File: src/rtl/flash_word_arbiter.sv
// flash_word_arbiter: round-robin share of a byte-wide SPI flash reader, assembling four reads into a 32-bit LE word.
// Optional one-entry hit buffer when FLASH_ARB_HIT_BUF_EN is defined.
module flash_word_arbiter #(
  parameter int ADDR_W = 24
) (
  input  logic              clk,
  input  logic              rstn,
  input  logic [1:0]        rq_valid,
  input  logic [ADDR_W-1:0] rq_addr0,
  input  logic [ADDR_W-1:0] rq_addr1,
  output logic [1:0]        rq_ready,
  output logic [31:0]       rq_rdata,
  output logic              busy,
  output logic              fl_valid,
  output logic [ADDR_W-1:0] fl_addr,
  input  logic [7:0]        fl_data,
  input  logic              fl_ready
);
  typedef enum logic [1:0] {IDLE, WAIT, DONE} state_e;
  state_e state_q, state_d;
  logic [1:0] cnt_q, cnt_d, ready_q, ready_d;
  logic last_q, last_d, gnt_q, gnt_d, busy_q, busy_d, fv_q, fv_d;
  logic [31:0] word_q, word_d, rdata_q, rdata_d;
  logic [ADDR_W-1:0] fa_q, fa_d, req_base;
  logic req_gnt;
  logic unused_addr_lsbs;
`ifdef FLASH_ARB_HIT_BUF_EN
  logic hb_v_q, hb_v_d;
  logic [ADDR_W-1:0] hb_a_q, hb_a_d;
  logic [31:0] hb_w_q, hb_w_d;
`endif
  assign unused_addr_lsbs = ^{rq_addr0[1:0], rq_addr1[1:0]};
  // last_q holds the previous winner, so a tie goes to the other port
  assign req_gnt  = &rq_valid ? ~last_q : rq_valid[1];
  assign req_base = req_gnt ? {rq_addr1[ADDR_W-1:2], 2'b00} : {rq_addr0[ADDR_W-1:2], 2'b00};
  assign rq_ready = ready_q;
  assign rq_rdata = rdata_q;
  assign busy     = busy_q;
  assign fl_valid = fv_q;
  assign fl_addr  = fa_q;
  always_comb begin
    state_d = state_q;
    cnt_d   = cnt_q;
    ready_d = 2'b00;
    last_d  = last_q;
    gnt_d   = gnt_q;
    busy_d  = busy_q;
    fv_d    = 1'b0;
    word_d  = word_q;
    rdata_d = rdata_q;
    fa_d    = fa_q;
`ifdef FLASH_ARB_HIT_BUF_EN
    hb_v_d  = hb_v_q;
    hb_a_d  = hb_a_q;
    hb_w_d  = hb_w_q;
`endif
    case (state_q)
      IDLE: if (|rq_valid) begin
        gnt_d  = req_gnt;
        last_d = req_gnt;
        busy_d = 1'b1;
`ifdef FLASH_ARB_HIT_BUF_EN
        if (hb_v_q && hb_a_q == req_base) begin
          ready_d = req_gnt ? 2'b10 : 2'b01;
          rdata_d = hb_w_q;
          state_d = DONE;
        end else begin
`endif
          fv_d    = 1'b1;
          fa_d    = req_base;
          cnt_d   = 2'd0;
          state_d = WAIT;
`ifdef FLASH_ARB_HIT_BUF_EN
        end
`endif
      end
      WAIT: if (fl_ready) begin
        word_d[{cnt_q, 3'b000} +: 8] = fl_data;
        if (cnt_q != 2'd3) begin
          cnt_d = cnt_q + 2'd1;
          fv_d  = 1'b1;
          fa_d  = fa_q + ADDR_W'(1);
        end else begin
          rdata_d = word_d;
          ready_d = gnt_q ? 2'b10 : 2'b01;
          state_d = DONE;
`ifdef FLASH_ARB_HIT_BUF_EN
          hb_v_d  = 1'b1;
          hb_a_d  = {fa_q[ADDR_W-1:2], 2'b00};
          hb_w_d  = word_d;
`endif
        end
      end
      DONE: begin
        busy_d  = 1'b0;
        state_d = IDLE;
      end
      default: state_d = IDLE;
    endcase
  end
  always_ff @(posedge clk or negedge rstn) begin
    if (!rstn) begin
      state_q <= IDLE;
      cnt_q   <= 2'd0;
      ready_q <= 2'b00;
      last_q  <= 1'b1;
      gnt_q   <= 1'b0;
      busy_q  <= 1'b0;
      fv_q    <= 1'b0;
      word_q  <= 32'd0;
      rdata_q <= 32'd0;
      fa_q    <= '0;
`ifdef FLASH_ARB_HIT_BUF_EN
      hb_v_q  <= 1'b0;
      hb_a_q  <= '0;
      hb_w_q  <= 32'd0;
`endif
    end else begin
      state_q <= state_d;
      cnt_q   <= cnt_d;
      ready_q <= ready_d;
      last_q  <= last_d;
      gnt_q   <= gnt_d;
      busy_q  <= busy_d;
      fv_q    <= fv_d;
      word_q  <= word_d;
      rdata_q <= rdata_d;
      fa_q    <= fa_d;
`ifdef FLASH_ARB_HIT_BUF_EN
      hb_v_q  <= hb_v_d;
      hb_a_q  <= hb_a_d;
      hb_w_q  <= hb_w_d;
`endif
    end
  end
endmodule

File: config.mk
export PLATFORM = sky130hd
export DESIGN_NAME = flash_word_arbiter
export DESIGN_NICKNAME = d
export VERILOG_FILES = /design/src/rtl/flash_word_arbiter.sv
export SDC_FILE = /design/constraint.sdc
export NUM_CORES = 1
export LEC_CHECK = 0
export BUFFER_PORTS_ARGS = -buffer_cell sky130_fd_sc_hd__buf_4
export CAP_MARGIN = 20
export CORE_ASPECT_RATIO = 0.6
export CORE_MARGIN = 4
export CORE_UTILIZATION = 30
export CTS_CLUSTER_SIZE = 20
export DETAILED_ROUTE_END_ITERATION = 7
export PLACE_DENSITY = 0.58
export SLEW_MARGIN = 20
export SYNTH_ARGS = -nofsm -noshare
export SYNTH_HDL_FRONTEND = slang
export SYNTH_SLANG_ARGS = --single-unit
File: constraint.sdc
create_clock -name clk -period 2.4 [get_ports clk]
set_input_delay 0.36 -clock clk [delete_from_list [all_inputs] [get_ports clk]]
set_output_delay 0.36 -clock clk [all_outputs]
set_load 0.1 [all_outputs]
Word-level counts from Yosys, hierarchy flattened:

Index checks and enable logic that the tools add are counted.

* equal/unequal tests: 7
* add/subtract/negate cells: 3
* $mul: 0
* shift operators: 2
* bitwise logic cells: 2
* muxes and demuxes: 25
* reductions and logical operators: 11
* $lt $le $gt $ge: 0
* divide/modulo/power cells: 0

Operators with widths (number)
* $mux 24: 4
* $pmux 24 s2: 1
* $bwmux 32: 1
* $shift 8x7->32 const A: 1
* $shiftx 8x7->32: 1
* $add 24x1->24 const B: 1
* $mux 2: 10
* $ne 2x2->1 const B: 5
* $pmux 2 s2: 2
* $reduce_and 2->1: 4
* $neg 5->7: 1
* $reduce_and 3->1: 2
* $mux 1: 5
* $pmux 1 s2: 2
* $reduce_and 4->1: 1
* $reduce_bool 2->1: 2
* $add 2x1->2 const B: 1
* $eq 2x1->1 const B: 1
* $eq 2x2->1 const B: 1
* $logic_not 2->1: 1
* $not 1->1: 2
* $reduce_or 2->1: 1

* bits in writable memories: 0
* bits in latches: 0
* word-level logic and storage cells: 60
* output and inout bits: 60
* input port bits: 61
* ROM bits: 0
* bits in registers: 98
* memories kept: 0

Longest topological paths before layout:

* depth in word-level cells: 5
* depth in mapped cells: 8
* depth with buffers taken out: 6

Worst setup path after synthesis:

OpenSTA, ideal clock, no wires.

* path type: register to register
* start point: register fa_q[0], in the netlist fl_addr[0]
* end point: register fa_q[16], in the netlist fl_addr[16]
* path slack: -220 ps
* cell stages (with the launch flop): 7
* arrival: 2499 ps
* buffers on the path: 0
* period minus slack after synthesis: 2620 ps
* path through: dfrtp_1 > ha_1 > nand4_2 > or4_4 > nor2_2 > a22oi_1 > o22a_1

* cells in the longest elaborated chain, start to end: 4

Ends and longest elaborated chain
* from (decl): line 24 `logic [ADDR_W-1:0] fa_q, fa_d, req_base;`
* from (signal assigned): line 112 `fa_q <= '0;`
* from (signal assigned): line 128 `fa_q <= fa_d;`
* $add 24x1->24: line 82 `fa_d = fa_q + ADDR_W'(1);`
* $mux 24: line 79 `if (cnt_q != 2'd3) begin`
* $mux 24: line 77 `WAIT: if (fl_ready) begin`
* $pmux 24 s2: line 57 `case (state_q)`

Every way passes these cells. The select of a mux whose other input is x is not followed.
A chain may end at the register's enable or synchronous reset.

Worst setup path in the final report:

* start point: register fa_q[0], in the netlist fl_addr[0]
* end point: register fa_q[22], in the netlist fl_addr[22]

Same word-level chain as after synthesis.

==> results.md <==
* Die height at 107 µm
* Pin count of the biggest net entering global routing at 55
* Critical setup path kind: reg -> reg
* Mapped Cells at 510
* Nets@finish at 686
* Die Span X at 173 µm
* Clock Latency Late Sink at 0.34 ns
* Seq cells post-synth at 98
* IO Count at 121
* Crit path launch: fl_addr[0]
* Fraction of layout cells with a size suffix above 1 at 27.0%
* Post-Syn Area at 4920 µm²
* Kind of end point of the critical path: register
* R2r startpoint: fl_addr[0]
* Worst-path clk slew at 0.07 ns
* Worst R2R Path Depth at 6
* Via Count at 4364
* Crit path capture: fl_addr[22]
* Slowest stage cell on the critical path: or3_1
* Synth cell types at 50
* CP Cell Sequence: ha_1 -> nand4_2 -> or3_1 -> nor3_1 -> mux2i_1 -> o311ai_1
* Wire length per cell at 17.9 µm
* CP Launch Type: register
* Status: finished, final reports clean
* Area share of the largest cell type after synthesis at 49.3%
* Tcrit/Tclk final at 89.1%
* CTS tree: built
* Total Neg Setup Slack at 0 ns
* DRC marker count from the first detailed-route iteration at 284
* Die ar. at 18600 µm²
* Clk buf depth at 2
* Max Cap Viol at 0
* Top post-synthesis cells by area: dfrtp_1, a21oi_1, a22o_1
* R2R setup slack at 0.26 ns
* Core area at 15700 µm²
* Site row count at 35
* Vias in the first global route at 4234
* RSZ-0062 raised after global routing: false
* Worst path max stage delay at 0.51 ns
* Max Clock Freq at 0.468 GHz
* R2R Path End: fl_addr[22]
* Final HPWL DP at 10900 µm
* Yosys warning count at 0
* Root Buffer: clkbuf_16
* Initial antenna violation count at 0
* Synth top cells by count: dfrtp_1, a21oi_1, nor2_1
* Top-count cell post-synth: dfrtp_1
* PortBufs at 116
* Routability Congestion at 0.817
* Antenna diode count at 0
* Asr flop ratio synth at 100%
* Initial core utilization at 31.3%
* Vias per Instance at 5.29
* Post-synth EDFFs at 0
* Slew @ Worst Pin at 0.756 ns
* Slew margin rel. at 49.6%
* Worst EP arrival at 2.34 ns
* # clock sinks at 98
* Critical path data required time at 2.60 ns
* Global-route wire length before repair at 23600 µm
* Total grt overflow at 0
* Largest area contributor in the netlist: dfrtp_1
* Minimum clock period at 2.14 ns
* Max Clock Skew at 0.00863 ns
* Final hold viol count at 0
* Final Max Tran Viols at 0
* Register area share after synthesis at 49.8%
* Drt drc at 0
* Max H-tree Level at 3
* Hold Path Class: in -> async
* Cts repair resizes at 0
* Main synth FF type: dfrtp_1
* Setup Buffers After CTS at 0
* Antenna Nets Post-Route at 0
* TritonRoute pass-1 iters at 5
* Syn nets at 578
* WL final at 14800 µm
* Hold Buf Count CTS at 0
* # setup viols final at 0
* All-layer global routing usage at 16.0%
* Synthesized area per cell at 9.65 µm²
* Area delta synth->final at 29.6%
* Critical path fanouts, max at 8
* CTS buffer count at 9
* Fillers at 1531
[stage by stage]
stage | worst slack [ns] | utilization, % | hold slack [ns] | area [µm²] | cells
floorplan | 0.00283 | - | 0.0644 | 4930 | 510
global placement | 0.334 | 38.6 | 0.445 | 6060 | 810
detailed placement | 0.296 | 38.6 | 0.449 | 6060 | 810
CTS | 0.277 | 40.6 | 0.110 | 6380 | 825
global route | 0.0884 | 40.6 | 0.125 | 6380 | 825
finish | 0.261 | 40.6 | 0.0801 | 6380 | 825
[cell families (layout without fill, tap and decap cells)]
logic type | after synthesis | count (layout) | share of synthesized area (%)
adders and majority gates | 7 | 7 | 1.78
AOI/OAI and AO/OA | 180 | 180 | 23.3
and+or+nand+nor | 163 | 163 | 17.5
buffers and inverters | 45 | 157 | 4.02
muxes | 17 | 17 | 3.53
DFF | 98 | 98 | 49.8
[layer usage]
metal | wire (µm) | track usage [%] | up-vias
li1 | - | - | 2057
met1 | 7560 | 24.9 | 2178
met2 | 6190 | 22.1 | 119
met3 | 941 | 3.84 | 10
met4 | 111 | 3.47 | 0
met5 | 0 | 0 | -
[worst min path at each step]
stage	depth (start not counted)	slack, ns	end
after floorplan	0	0.06	busy
after global placement	1	0.45	rq_ready[0]
after detailed placement	1	0.45	rq_ready[0]
after CTS	1	0.11	rq_rdata[6]
after global routing	1	0.12	rq_rdata[3]
final	1	0.08	rq_rdata[3]
[flip-flops by register name (all words and copies together), names as in the netlist]
name and flops:
gnt_q 1, state_q 2, word_q 32, cnt_q 2, rq_ready 2, rq_rdata 32
fl_valid 1, last_q 1, busy 1, fl_addr 24
[cell usage in the layout, fill, tap and decap left out, drive strengths merged, types with 2 or more instances in the layout]
master / Yosys / final
nand2b: 2 / 2
and2: 6 / 6
a22oi: 2 / 2
nor3: 8 / 8
o31ai: 2 / 2
mux2i: 14 / 14
and3: 4 / 4
ha: 7 / 7
nand3: 13 / 13
nor2b: 42 / 42
o21ai: 13 / 13
o22a: 10 / 10
a21oi: 92 / 92
clkbuf: 10 / 9
o22ai: 2 / 2
inv: 7 / 9
dfrtp: 97 / 97
a211oi: 6 / 6
nand2: 19 / 19
nor2: 51 / 51
buf: 28 / 135
and4: 4 / 4
bufinv: 0 / 2
a31oi: 7 / 7
a2bb2oi: 2 / 2
nand4: 7 / 7
a22o: 37 / 37
mux2: 3 / 3
or4: 2 / 2
[critical path: cells and delay by family (launching register included)]
| kind | cells | cell delay [ns] |
|---|---|---|
| mux | 1 | 0.21 |
| flops | 1 | 0.41 |
| compound gates | 1 | 0.11 |
| fa+ha+maj | 1 | 0.26 |
| simple gates | 3 | 1.00 |
[area by class of cell]
| class | count | area (µm²) | share of cell area (%) |
|---|---|---|---|
| flip-flops and latches | 98 | 2460 | 38.5 |
| multi-input cells | 367 | 2290 | 35.8 |
| repair buffers | 135 | 1040 | 16.3 |
| well taps | 203 | 254 | 3.98 |
| clock buffers | 9 | 225 | 3.53 |
| clock inverters | 6 | 90.1 | 1.41 |
| inverters | 7 | 26.3 | 0.412 |
Power is left out: the tool's default activity adds up to more than one toggle a clock period on the data nets, which glitch-free logic cannot reach.
